### config.mk
export PLATFORM = sky130hd
export DESIGN_NAME = decode
export DESIGN_NICKNAME = d
export VERILOG_FILES = /design/src/rtl/decode.sv
export SDC_FILE = /design/constraint.sdc
export NUM_CORES = 1
export LEC_CHECK = 0
export CORE_MARGIN = 5
export CORE_UTILIZATION = 52
export DETAILED_ROUTE_END_ITERATION = 6
export PLACE_DENSITY_LB_ADDON = 0.12
export SKIP_CTS_REPAIR_TIMING = 1
export SYNTH_ARGS = -nofsm -noshare
export SYNTH_HDL_FRONTEND = slang
export SYNTH_SLANG_ARGS = --single-unit
export TNS_END_PERCENT = 10
### constraint.sdc
create_clock -name clk_i -period 5 [get_ports clk_i]
set_clock_uncertainty 0.2 [all_clocks]
set_input_delay 1 -clock clk_i [delete_from_list [all_inputs] [get_ports clk_i]]
set_output_delay 1 -clock clk_i [all_outputs]
set_load 0.02 [all_outputs]
### src/rtl/decode.sv
// Decode stage: turns fetch words into execute micro-ops and resolves jumps/branches.
// Latency: 1 cycle from fe handshake to exe_valid_o or fe_valid_o.
// Backpressure: fe_ready_o = !exe_valid_o; a pending micro-op is held stable until exe_ready_i.
//
// Ports:
//   clk_i, rst_i         clock, synchronous active-high reset
//   fe_valid_i/fe_ready_o, fe_addr_i, fe_inst_i   instruction word from fetch
//   fe_valid_o, fe_pc_o  one-cycle PC load request back to fetch
//   reg_src_addr_o/reg_src_data_i, reg_dst_addr_o/reg_dst_data_i   register file read ports
//   exe_valid_o/exe_ready_i, exe_opcode_o, exe_src_val_o, exe_dst_val_o, exe_dst_reg_o, exe_addr_o
module decode #(
  parameter logic [15:0] RESET_PC = 16'h0000
) (
  input  logic        clk_i,
  input  logic        rst_i,
  input  logic        fe_valid_i,
  output logic        fe_ready_o,
  input  logic [15:0] fe_addr_i,
  input  logic [15:0] fe_inst_i,
  output logic        fe_valid_o,
  output logic [15:0] fe_pc_o,
  output logic [3:0]  reg_src_addr_o,
  input  logic [15:0] reg_src_data_i,
  output logic [3:0]  reg_dst_addr_o,
  input  logic [15:0] reg_dst_data_i,
  output logic        exe_valid_o,
  input  logic        exe_ready_i,
  output logic [3:0]  exe_opcode_o,
  output logic [15:0] exe_src_val_o,
  output logic [15:0] exe_dst_val_o,
  output logic [3:0]  exe_dst_reg_o,
  output logic [15:0] exe_addr_o
);

  typedef enum logic [1:0] {
    ST_IDLE    = 2'd0,
    ST_IMM_MOV = 2'd1,
    ST_IMM_JMP = 2'd2
  } state_t;

  typedef struct packed {
    logic [3:0]  opcode;
    logic [15:0] src_val;
    logic [15:0] dst_val;
    logic [3:0]  dst_reg;
    logic [15:0] addr;
  } uop_t;

  localparam logic [3:0] OP_MOVI = 4'hE;
  localparam logic [3:0] OP_JUMP = 4'hF;
  localparam logic [3:0] MODE_JMPR = 4'd0;
  localparam logic [3:0] MODE_JMPI = 4'd1;
  localparam logic [3:0] MODE_BRA  = 4'd2;

  state_t      state_q, state_d;
  uop_t        uop_q, uop_d;
  logic        exe_vld_q, exe_vld_d;
  logic        fe_vld_q, fe_vld_d;
  logic [15:0] fe_pc_q, fe_pc_d;
  // First-word context of a MOVI, needed when its immediate arrives.
  logic [3:0]  mov_dst_q, mov_dst_d;
  logic [15:0] mov_addr_q, mov_addr_d;
  logic [15:0] mov_dval_q, mov_dval_d;

  logic [3:0] opc;
  logic [3:0] mode;
  logic       fe_take;

  assign opc            = fe_inst_i[15:12];
  assign mode           = fe_inst_i[3:0];
  assign reg_src_addr_o = fe_inst_i[11:8];
  assign reg_dst_addr_o = fe_inst_i[7:4];
  assign fe_ready_o     = !exe_vld_q;

  // A word handshaken while a PC load is being issued comes from the old
  // instruction stream, so it is accepted but ignored.
  assign fe_take = fe_valid_i && fe_ready_o && !fe_vld_q;

  // State register
  always_ff @(posedge clk_i) begin
    if (rst_i) begin
      state_q <= ST_IDLE;
    end else begin
      state_q <= state_d;
    end
  end

  // Next-state logic
  always_comb begin
    state_d = state_q;
    if (fe_take) begin
      case (state_q)
        ST_IDLE: begin
          if (opc == OP_MOVI) begin
            state_d = ST_IMM_MOV;
          end else if (opc == OP_JUMP && mode == MODE_JMPI) begin
            state_d = ST_IMM_JMP;
          end
        end
        ST_IMM_MOV: state_d = ST_IDLE;
        ST_IMM_JMP: state_d = ST_IDLE;
        default:    state_d = ST_IDLE;
      endcase
    end
  end

  // Output / datapath next-value logic
  always_comb begin
    uop_d      = uop_q;
    exe_vld_d  = exe_vld_q && !exe_ready_i;
    fe_vld_d   = 1'b0;
    fe_pc_d    = fe_pc_q;
    mov_dst_d  = mov_dst_q;
    mov_addr_d = mov_addr_q;
    mov_dval_d = mov_dval_q;
    if (fe_take) begin
      case (state_q)
        ST_IDLE: begin
          if (opc < OP_MOVI) begin
            uop_d.opcode  = opc;
            uop_d.src_val = reg_src_data_i;
            uop_d.dst_val = reg_dst_data_i;
            uop_d.dst_reg = fe_inst_i[7:4];
            uop_d.addr    = fe_addr_i;
            exe_vld_d     = 1'b1;
          end else if (opc == OP_MOVI) begin
            mov_dst_d  = fe_inst_i[7:4];
            mov_addr_d = fe_addr_i;
            mov_dval_d = reg_dst_data_i;
          end else if (mode == MODE_JMPR) begin
            fe_vld_d = 1'b1;
            fe_pc_d  = reg_src_data_i;
          end else if (mode == MODE_BRA) begin
            // Wraps naturally at 16 bits.
            fe_vld_d = 1'b1;
            fe_pc_d  = fe_addr_i + 16'd1 + reg_src_data_i;
          end
          // JMPI waits for its target word; other jump modes are NOPs.
        end
        ST_IMM_MOV: begin
          uop_d.opcode  = OP_MOVI;
          uop_d.src_val = fe_inst_i;
          uop_d.dst_val = mov_dval_q;
          uop_d.dst_reg = mov_dst_q;
          uop_d.addr    = mov_addr_q;
          exe_vld_d     = 1'b1;
        end
        ST_IMM_JMP: begin
          fe_vld_d = 1'b1;
          fe_pc_d  = fe_inst_i;
        end
        default: begin
        end
      endcase
    end
  end

  // Datapath registers
  always_ff @(posedge clk_i) begin
    if (rst_i) begin
      uop_q      <= '0;
      exe_vld_q  <= 1'b0;
      fe_vld_q   <= 1'b1;
      fe_pc_q    <= RESET_PC;
      mov_dst_q  <= '0;
      mov_addr_q <= '0;
      mov_dval_q <= '0;
    end else begin
      uop_q      <= uop_d;
      exe_vld_q  <= exe_vld_d;
      fe_vld_q   <= fe_vld_d;
      fe_pc_q    <= fe_pc_d;
      mov_dst_q  <= mov_dst_d;
      mov_addr_q <= mov_addr_d;
      mov_dval_q <= mov_dval_d;
    end
  end

  assign fe_valid_o    = fe_vld_q;
  assign fe_pc_o       = fe_pc_q;
  assign exe_valid_o   = exe_vld_q;
  assign exe_opcode_o  = uop_q.opcode;
  assign exe_src_val_o = uop_q.src_val;
  assign exe_dst_val_o = uop_q.dst_val;
  assign exe_dst_reg_o = uop_q.dst_reg;
  assign exe_addr_o    = uop_q.addr;

endmodule

==> impl_metrics.tcl <==
set metrics [dict create \
    status "complete, no violations" \
    fmax_mhz 269 \
    synth_ff_type "dfxtp_1" \
    slowest_stage "clkdlybuf4s50_1" \
    syn_to_final_growth_pct 30.3 \
    post_drt_wl_per_cell_um 17.7 \
    p_per_area_nw_per_um2 265 \
    syn_area_per_cell_um2 8.30 \
    hold_path_class "reg2reg" \
    vdd_drop_max_v 0.000137 \
    synth_edf_count 0 \
    period_share 0.742 \
    ys_async_sr_fraction 0 \
    synth.cell_area_um2 5560 \
    post-dp-hpwl_um 11600 \
    grt_max_degree 83 \
    arrival_ns 3.82 \
    setup_slack_ns 1.29 \
    leakagePower_nw 2.88 \
    worst_setup_path_start_kind "primary input" \
    crit_path_start "fe_inst_i[12]" \
    antenna_found_initial 0 \
    port_buffers 150 \
    path_depth 7 \
    stdcell_area_um2 7240 \
    n_antenna_cell 0 \
    clock-sinks 112 \
    yosysTopAreaCell "dfxtp_1" \
    path_clk_slew_ns 0.11 \
    vias_per_cell 5.74 \
    die_area_um2 12900 \
    drc 0 \
    clock_latency_ns 0.37 \
    required_ns 5.11 \
    ant_nets 0 \
    drtIter0Drc 360 \
    path_max_fanout 17 \
    rrSetupSlack_ns 2.49 \
    whs_ns 0.255 \
    rr_worst_depth 5 \
    drt-pass1-iter-count 7 \
    grt_overflow 0 \
    slowest_delay_ns 0.74 \
    grt_usage 0.249 \
    grt_pass1_wl_um 26000 \
    hold_start "mov_dval_q[6]" \
    initial_core_util 0.536 \
    drv_slew 0 \
    cts_buffers 9 \
    gp_congestion 0.917 \
    seq_area_frac_synth 0.403 \
    io_pins 151 \
    rsz0062_at_grt "false" \
    routed_wl_um 16300 \
    r2r-start "exe_valid_o" \
    clockBufferDepth 2 \
    hold_depth 2 \
    end_kind "flip-flop" \
    place_ws_ns 0.859 \
    htree_levels 3 \
    dieWidth_um 113 \
    slew_headroom 0.342 \
    ys_types 52 \
    tightest_slew_ns 0.986 \
    synthCells 670 \
    finalPower_mw 1.92 \
    r2r_end "fe_pc_o[11]" \
    place_area_um2 7040 \
    yosys_warnings 0 \
    grt_pass1_vias 5126 \
    maxCapViolCount 0 \
    ys_ff_latch 112 \
    layout_common_cells "clkdlybuf4s50_1 (149), dfxtp_1 (112), nand2_1 (107), nor2_1 (78), a21oi_1 (62)" \
    die_y_um 113 \
    yosysTopAreaCellShare 0.403 \
    setup_tns_ns 0 \
    cts_tree "done" \
    crit_type "in2reg" \
    layout-drive-gt1-share 0.0432 \
    rows 37 \
    path_cells "clkdlybuf4s50_1 -> nor4b_1 -> a21oi_1 -> or3_1 -> nor2_1 -> o211ai_1 -> o21ai_1" \
    final_hold_viol_count 0 \
    finalSetupViolations 0 \
    cp_num_buf_inv 1 \
    cts-root-buf "clkbuf_8" \
    worstSetupEndpoint "fe_pc_o[11]" \
    cp_top_family "simple AND/OR/NAND/NOR gates" \
    synthTopCellsByArea "dfxtp_1 (40%), mux2i_1 (9.7%), a211oi_1 (8.2%)" \
    coreArea_um2 10400 \
    final_common_cell "clkdlybuf4s50_1" \
    nets 866 \
    min_period_ns 3.71 \
    vias 5298 \
    synth_nets 754 \
]
synthesized netlist by cell type, drive strengths merged (4+ instances only):
library cell,n
dfxtp,112
nand2,107
nor2,78
a21oi,62
a211oi,61
mux2i,54
clkbuf,29
buf,28
o21ai,20
ha,15
inv,12
o211ai,9
or3,7
nor4,6
nand2b,5
nand3,5
nor3,5
o22ai,5
and3,4
stage by stage:
stage | util | cells
CTS | 0.699 | 923
global route | 0.699 | 923
global placement | 0.679 | 907
finish | 0.699 | 923
detailed placement | 0.679 | 907
floorplan | - | 670
sequential cells by signal, summed over array words and instances, names as in the netlist:
register       cells
exe_addr_o        16
exe_dst_val_o     16
exe_src_val_o     16
fe_pc_o           16
mov_addr_q        16
mov_dval_q        16
exe_dst_reg_o      4
exe_opcode_o       4
mov_dst_q          4
state_q            2
exe_valid_o        1
fe_valid_o         1
worst min-delay path by stage:
| stage | end | slack, ns |
|---|---|---|
| 2_1_floorplan | mov_addr_q[0] | 0.23 |
| 6_report | mov_dval_q[6] | 0.25 |
| 4_1_cts | mov_dval_q[6] | 0.26 |
| 3_3_place_gp | mov_dval_q[0] | 0.24 |
| 3_5_place_dp | mov_dval_q[5] | 0.25 |
| 5_1_grt | mov_addr_q[2] | 0.28 |
area by class of cell:
type	count	area, um2
Sequential cell	112	2240
Tap cell	136	170
Clock buffer	10	128
Inverter	12	45.0
Fill cell	874	3130
Clock inverter	6	75.1
Timing Repair Buffer	158	1560
Multi-Input combinational cell	489	3030
worst reg2reg max path, stage by stage, from the launching register on:
cell,delay (ns)
dfxtp_1,0.37
or3b_1,0.52
or3_1,0.70
nor2_1,0.37
o211ai_1,0.14
o21ai_1,0.15
report_power, final:
| part | switching (mW) | internal, mW | leakage (nW) |
|---|---|---|---|
| Combinational | 0.223 | 0.191 | 1.87 |
| Clock | 0.320 | 0.240 | 0.0990 |
| Sequential | 0.0186 | 0.927 | 0.912 |
| Total | 0.562 | 1.36 | 2.88 |
per-layer routing:
metal  global-route usage  vias up  wire length [um]
met3               0.0525       22              1290
met4               0.0857        0               296
li1                     -     2605                 -
met1                0.325     2469              7140
met2                0.409      202              7600
met5                    0        -                 0
logic make-up after synthesis:
| group | count (synthesis) | synth area share |
|---|---|---|
| flops | 112 | 0.403 |
| mux | 55 | 0.0993 |
| fa+ha+maj | 16 | 0.0374 |
| xor+xnor | 5 | 0.00788 |
| simple gates | 232 | 0.183 |
| compound gates | 181 | 0.213 |
| buf+inv | 69 | 0.0563 |
Note: power is estimated with default switching activity, not from simulation.
